### src/rtl/mdu_ctrl.sv
// HI/LO multiply/divide sequencer: fixed-latency multiply, 32-step restoring divide, pipeline stall.
// Define MDU_MADD_EN to turn ops 110/111 into MADD/MADDU (accumulate into HI/LO); otherwise they are no-ops.
module mdu_ctrl #(
  parameter int MUL_LAT  = 5,
  parameter int DIV_ITER = 32
) (
  input  logic        clk_i,
  input  logic        rst_i,
  input  logic        start_i,
  input  logic [2:0]  op_i,
  input  logic [31:0] a_i,
  input  logic [31:0] b_i,
  input  logic        rd_i,
  input  logic        flush_i,
  output logic        busy_o,
  output logic        stall_o,
  output logic        done_o,
  output logic [31:0] hi_o,
  output logic [31:0] lo_o
);

  typedef enum logic [1:0] {IDLE, MUL, DIV, FIX} state_t;

  localparam logic [2:0] OP_MULT  = 3'b000;
  localparam logic [2:0] OP_MULTU = 3'b001;
  localparam logic [2:0] OP_DIV   = 3'b010;
  localparam logic [2:0] OP_DIVU  = 3'b011;
  localparam logic [2:0] OP_MTHI  = 3'b100;
  localparam logic [2:0] OP_MTLO  = 3'b101;
`ifdef MDU_MADD_EN
  localparam logic [2:0] OP_MADD  = 3'b110;
  localparam logic [2:0] OP_MADDU = 3'b111;
`endif

  state_t      state_reg;
  logic [4:0]  cnt_reg;
  logic        busy_reg;
  logic        done_reg;
  logic [31:0] hi_reg;
  logic [31:0] lo_reg;
  logic [63:0] prod_reg;
  logic        madd_reg;
  logic [31:0] dvnd_raw_reg;
  logic [31:0] dvsr_reg;
  logic [31:0] quo_reg;
  logic [31:0] rem_reg;
  logic        q_neg_reg;
  logic        r_neg_reg;

  logic        accept;
  logic        op_signed;
  logic [63:0] mul_a;
  logic [63:0] mul_b;
  logic [63:0] product;
  logic [31:0] abs_a;
  logic [31:0] abs_b;
  logic [32:0] rem_shift;
  logic [32:0] rem_sub;
  logic        step_ge;
  logic [31:0] q_fix;
  logic [31:0] r_fix;
  logic [63:0] mul_result;

  assign accept    = start_i & ~busy_reg & ~flush_i;
  // Bit 0 of every arithmetic opcode selects the unsigned variant.
  assign op_signed = ~op_i[0];

  assign mul_a   = {{32{op_signed & a_i[31]}}, a_i};
  assign mul_b   = {{32{op_signed & b_i[31]}}, b_i};
  assign product = mul_a * mul_b;

  assign abs_a = (op_signed & a_i[31]) ? (32'd0 - a_i) : a_i;
  assign abs_b = (op_signed & b_i[31]) ? (32'd0 - b_i) : b_i;

  // Partial remainder stays below the divisor, so bit 32 of the trial difference is a clean borrow.
  assign rem_shift = {rem_reg, quo_reg[31]};
  assign rem_sub   = rem_shift - {1'b0, dvsr_reg};
  assign step_ge   = ~rem_sub[32];

  assign q_fix = q_neg_reg ? (32'd0 - quo_reg) : quo_reg;
  assign r_fix = r_neg_reg ? (32'd0 - rem_reg) : rem_reg;

  assign mul_result = madd_reg ? ({hi_reg, lo_reg} + prod_reg) : prod_reg;

  always_ff @(posedge clk_i) begin
    if (rst_i) begin
      state_reg    <= IDLE;
      cnt_reg      <= 5'd0;
      busy_reg     <= 1'b0;
      done_reg     <= 1'b0;
      hi_reg       <= 32'd0;
      lo_reg       <= 32'd0;
      prod_reg     <= 64'd0;
      madd_reg     <= 1'b0;
      dvnd_raw_reg <= 32'd0;
      dvsr_reg     <= 32'd0;
      quo_reg      <= 32'd0;
      rem_reg      <= 32'd0;
      q_neg_reg    <= 1'b0;
      r_neg_reg    <= 1'b0;
    end else begin
      done_reg <= 1'b0;
      case (state_reg)
        IDLE: begin
          if (accept) begin
            case (op_i)
              OP_MULT, OP_MULTU: begin
                prod_reg  <= product;
                madd_reg  <= 1'b0;
                cnt_reg   <= 5'(MUL_LAT - 1);
                busy_reg  <= 1'b1;
                state_reg <= MUL;
              end
`ifdef MDU_MADD_EN
              OP_MADD, OP_MADDU: begin
                prod_reg  <= product;
                madd_reg  <= 1'b1;
                cnt_reg   <= 5'(MUL_LAT - 1);
                busy_reg  <= 1'b1;
                state_reg <= MUL;
              end
`endif
              OP_DIV, OP_DIVU: begin
                dvnd_raw_reg <= a_i;
                dvsr_reg     <= abs_b;
                quo_reg      <= abs_a;
                rem_reg      <= 32'd0;
                q_neg_reg    <= op_signed & (a_i[31] ^ b_i[31]);
                r_neg_reg    <= op_signed & a_i[31];
                cnt_reg      <= 5'(DIV_ITER - 1);
                busy_reg     <= 1'b1;
                state_reg    <= DIV;
              end
              OP_MTHI: hi_reg <= a_i;
              OP_MTLO: lo_reg <= a_i;
              default: ;
            endcase
          end
        end
        MUL: begin
          if (flush_i) begin
            busy_reg  <= 1'b0;
            state_reg <= IDLE;
          end else if (cnt_reg == 5'd0) begin
            {hi_reg, lo_reg} <= mul_result;
            done_reg  <= 1'b1;
            busy_reg  <= 1'b0;
            state_reg <= IDLE;
          end else begin
            cnt_reg <= cnt_reg - 5'd1;
          end
        end
        DIV: begin
          if (flush_i) begin
            busy_reg  <= 1'b0;
            state_reg <= IDLE;
          end else begin
            // The dividend shifts out of quo_reg as quotient bits shift in.
            rem_reg <= step_ge ? rem_sub[31:0] : rem_shift[31:0];
            quo_reg <= {quo_reg[30:0], step_ge};
            if (cnt_reg == 5'd0) begin
              state_reg <= FIX;
            end else begin
              cnt_reg <= cnt_reg - 5'd1;
            end
          end
        end
        FIX: begin
          busy_reg  <= 1'b0;
          state_reg <= IDLE;
          if (!flush_i) begin
            done_reg <= 1'b1;
            if (dvsr_reg == 32'd0) begin
              hi_reg <= dvnd_raw_reg;
              lo_reg <= 32'hFFFF_FFFF;
            end else begin
              hi_reg <= r_fix;
              lo_reg <= q_fix;
            end
          end
        end
        default: begin
          busy_reg  <= 1'b0;
          state_reg <= IDLE;
        end
      endcase
    end
  end

  assign busy_o  = busy_reg;
  assign done_o  = done_reg;
  assign hi_o    = hi_reg;
  assign lo_o    = lo_reg;
  assign stall_o = busy_reg & (start_i | rd_i);

endmodule

### config.mk
export PLATFORM = sky130hd
export DESIGN_NAME = mdu_ctrl
export DESIGN_NICKNAME = d
export VERILOG_FILES = /design/src/rtl/mdu_ctrl.sv
export SDC_FILE = /design/constraint.sdc
export NUM_CORES = 2
export LEC_CHECK = 0
export CORE_MARGIN = 2
export CORE_UTILIZATION = 48
export DETAILED_ROUTE_END_ITERATION = 16
export PLACE_DENSITY = 0.67
export SYNTH_ARGS = -nofsm -noshare
export SYNTH_HDL_FRONTEND = slang
export SYNTH_SLANG_ARGS = --single-unit
### constraint.sdc
create_clock -name clk_i -period 8.83 [get_ports clk_i]
set_input_delay 0.883 -clock clk_i [delete_from_list [all_inputs] [get_ports clk_i]]
set_output_delay 0.883 -clock clk_i [all_outputs]
set_load 0.01 [all_outputs]
==> run summary <==
Vias per cell: 5.57
Placement Rows: 122
Final Cycle Share: 96.9%
CP dominant cell by count: fa_1
Worst Tran Pin Value: 1060 ps
# DRC: 0
Routed vias: 43,583
Number of DRC markers in iteration 0: 3,750
Setup crit end kind: register
Final setup viols: 0
Total global routing track utilization: 30.0%
Routed WL: 167,000 µm
Final Util: 53.5%
Clock buffer depth: 3
EDFF count, synth: 0
Leading area contributor after synthesis: fa_1
Total gr overflow: 0
# port buffers: 138
Fmax: 0.117 GHz
Die height: 337 µm
CP startpoint kind: primary input
Critical path class: in -> reg
Clk slew on worst S/H paths: 70 ps
NumNets Final: 7,773
Final Max Slew Viols: 0
Starting Density: 48.2%
Largest register FFs: 64
Clock sinks: 267
Cells after synthesis: 6,198
Clock latency on the worst-skew pair: 560 ps
CTS tree: yes
Design area: 0.0589 mm²
Synth top area share: 42.4%
Fin. Hold Viols: 0
Critical Path Max Stage Delay: 540 ps
RSZ-0062 raised after global routing: true
DRT Pass-1 Iters: 6
DPL Wire Length: 135,000 µm
Post-CTS Resized: 0
Avg Inst Size Synth: 8.57 µm²
Initial antenna violation count: 7
Vias in the first global route: 45,108
Unique masters post-synth: 74
Full die area: 0.113 mm²
Die span in x: 337 µm
Final Critical Period: 8550 ps
I/O pin total: 139
CTS root buf: clkbuf_16
CP Max Fanout: 10
Post-Syn Area: 0.0531 mm²
Largest net degree at the start of global routing: 107
Placer Congestion: 0.967
CTS Hold Bufs: 0
Area delta synth->final: 11.0%
Worst slack, placed: -413 ps
Warnings, synthesis: 0
Status: finished, final reports clean
Post-CTS setup buffer count: 0
Max-cap violations: 0
Slowest stage cell, crit path: fa_1
First-pass GRT wire length: 262,000 µm
Worst Path Required: 9230 ps
Rel. slew slack: 28.8%
Mapped Nets: 7,651
CTS Buf Count: 27
Sequential-to-total area share from yosys stat: 10.1%
Core area: 0.110 mm²
Fraction of registers with async set/reset: 0%
Synth top area cells: fa_1 (42%), dfxtp_1 (10%), inv_1 (8.0%)
Post-DP Area: 0.0579 mm²
Synthesized flop and latch total: 267
Setup WS post-layout: 276 ps
Final Skew: 13.1 ps
H-tree depth: 1
Wire per inst: 21.4 µm
Worst min path class: reg -> reg
Antenna viol nets, final: 0
CP Data Arrival Time: 8960 ps
Most used DFF post-synth: dfxtp_1
Filler cells: 10,203
Share of cells above drive strength 1: 7.74%
-- placed cells by master (no fill, tap or decap), drive strengths merged, types with 100 or more instances in the layout --
| master | count |
|---|---|
| inv | 1134 |
| fa | 1126 |
| nand2 | 1086 |
| buf | 408 |
| and2 | 356 |
| nor2 | 270 |
| dfxtp | 267 |
| ha | 255 |
| a21oi | 244 |
| o21ai | 181 |
| xnor2 | 137 |
| clkdlybuf4s50 | 100 |
-- path summary, 6_finish.rpt --
kind,slack (ps),to,startpoint,cells after the start
max reg2reg,4340,rem_reg[29]$_SDFFE_PP0P_,dvsr_reg[0]$_SDFFE_PP0P_,14
min reg2reg,450,prod_reg[52]$_SDFFE_PP0P_,prod_reg[52]$_SDFFE_PP0P_,2
min,450,prod_reg[52]$_SDFFE_PP0P_,prod_reg[52]$_SDFFE_PP0P_,2
max,280,prod_reg[60]$_SDFFE_PP0P_,op_i[0],31
-- final cells by class --
class                           instances  area, µm²  share of cell area (%)
Timing Repair Buffer                  508       4440                    7.53
Multi-Input combinational cell       4384      42000                    71.3
Sequential cell                       267       5350                    9.07
Clock buffer                           38        757                    1.28
Inverter                             1132       4250                    7.21
Clock inverter                         11        244                   0.414
Tap cell                             1488       1860                    3.16
Antenna cell                            3       7.51                  0.0127
-- synth_stat cells (all sizes together), types with 62 or more instances --
master / instances
a21oi: 244
a22oi: 62
a311oi: 72
and2: 356
clkbuf: 372
dfxtp: 267
fa: 1126
ha: 255
inv: 1132
nand2: 1086
nor2: 270
o21ai: 181
xnor2: 137
xor2: 68
-- metrics by stage --
step,setup TNS (ps),cells,hold slack (ps)
floorplan,0,6198,425
global placement,-1030,7779,439
detailed placement,-2190,7779,445
CTS,0,7828,454
global route,-42.0,7828,471
finish,0,7831,453
-- metal layers --
layer  global-route usage [%]  vias to the layer above  wire length, µm
met4                     11.0                        8             7140
li1                         -                    19243                -
met1                     41.6                    22303            70000
met5                        0                        -               48
met2                     48.2                     1731            76100
met3                     4.17                      298            14000
-- worst max-delay path: cells and delay by family --
kind | cells | cell delay (ps)
compound gates | 5 | 930
mux | 1 | 220
buf+inv | 11 | 1650
fa+ha+maj | 9 | 4340
simple gates | 5 | 920
-- logic make-up (layout without fill, tap and decap cells) --
family,count (synthesis),count (layout),share of synthesized area [%]
AO/OA/AOI/OAI,824,824,10.0
XOR/XNOR,205,205,3.38
adder cells (fa/ha/maj),1381,1381,48.5
buffers and inverters,1547,1689,11.0
flip-flops,267,267,10.1
multiplexers,29,29,0.547
other,0,3,0
AND/OR/NAND/NOR,1945,1945,16.6
Power is left out: the tool's default activity adds up to more than one toggle a clock period on the data nets, which glitch-free logic cannot reach.
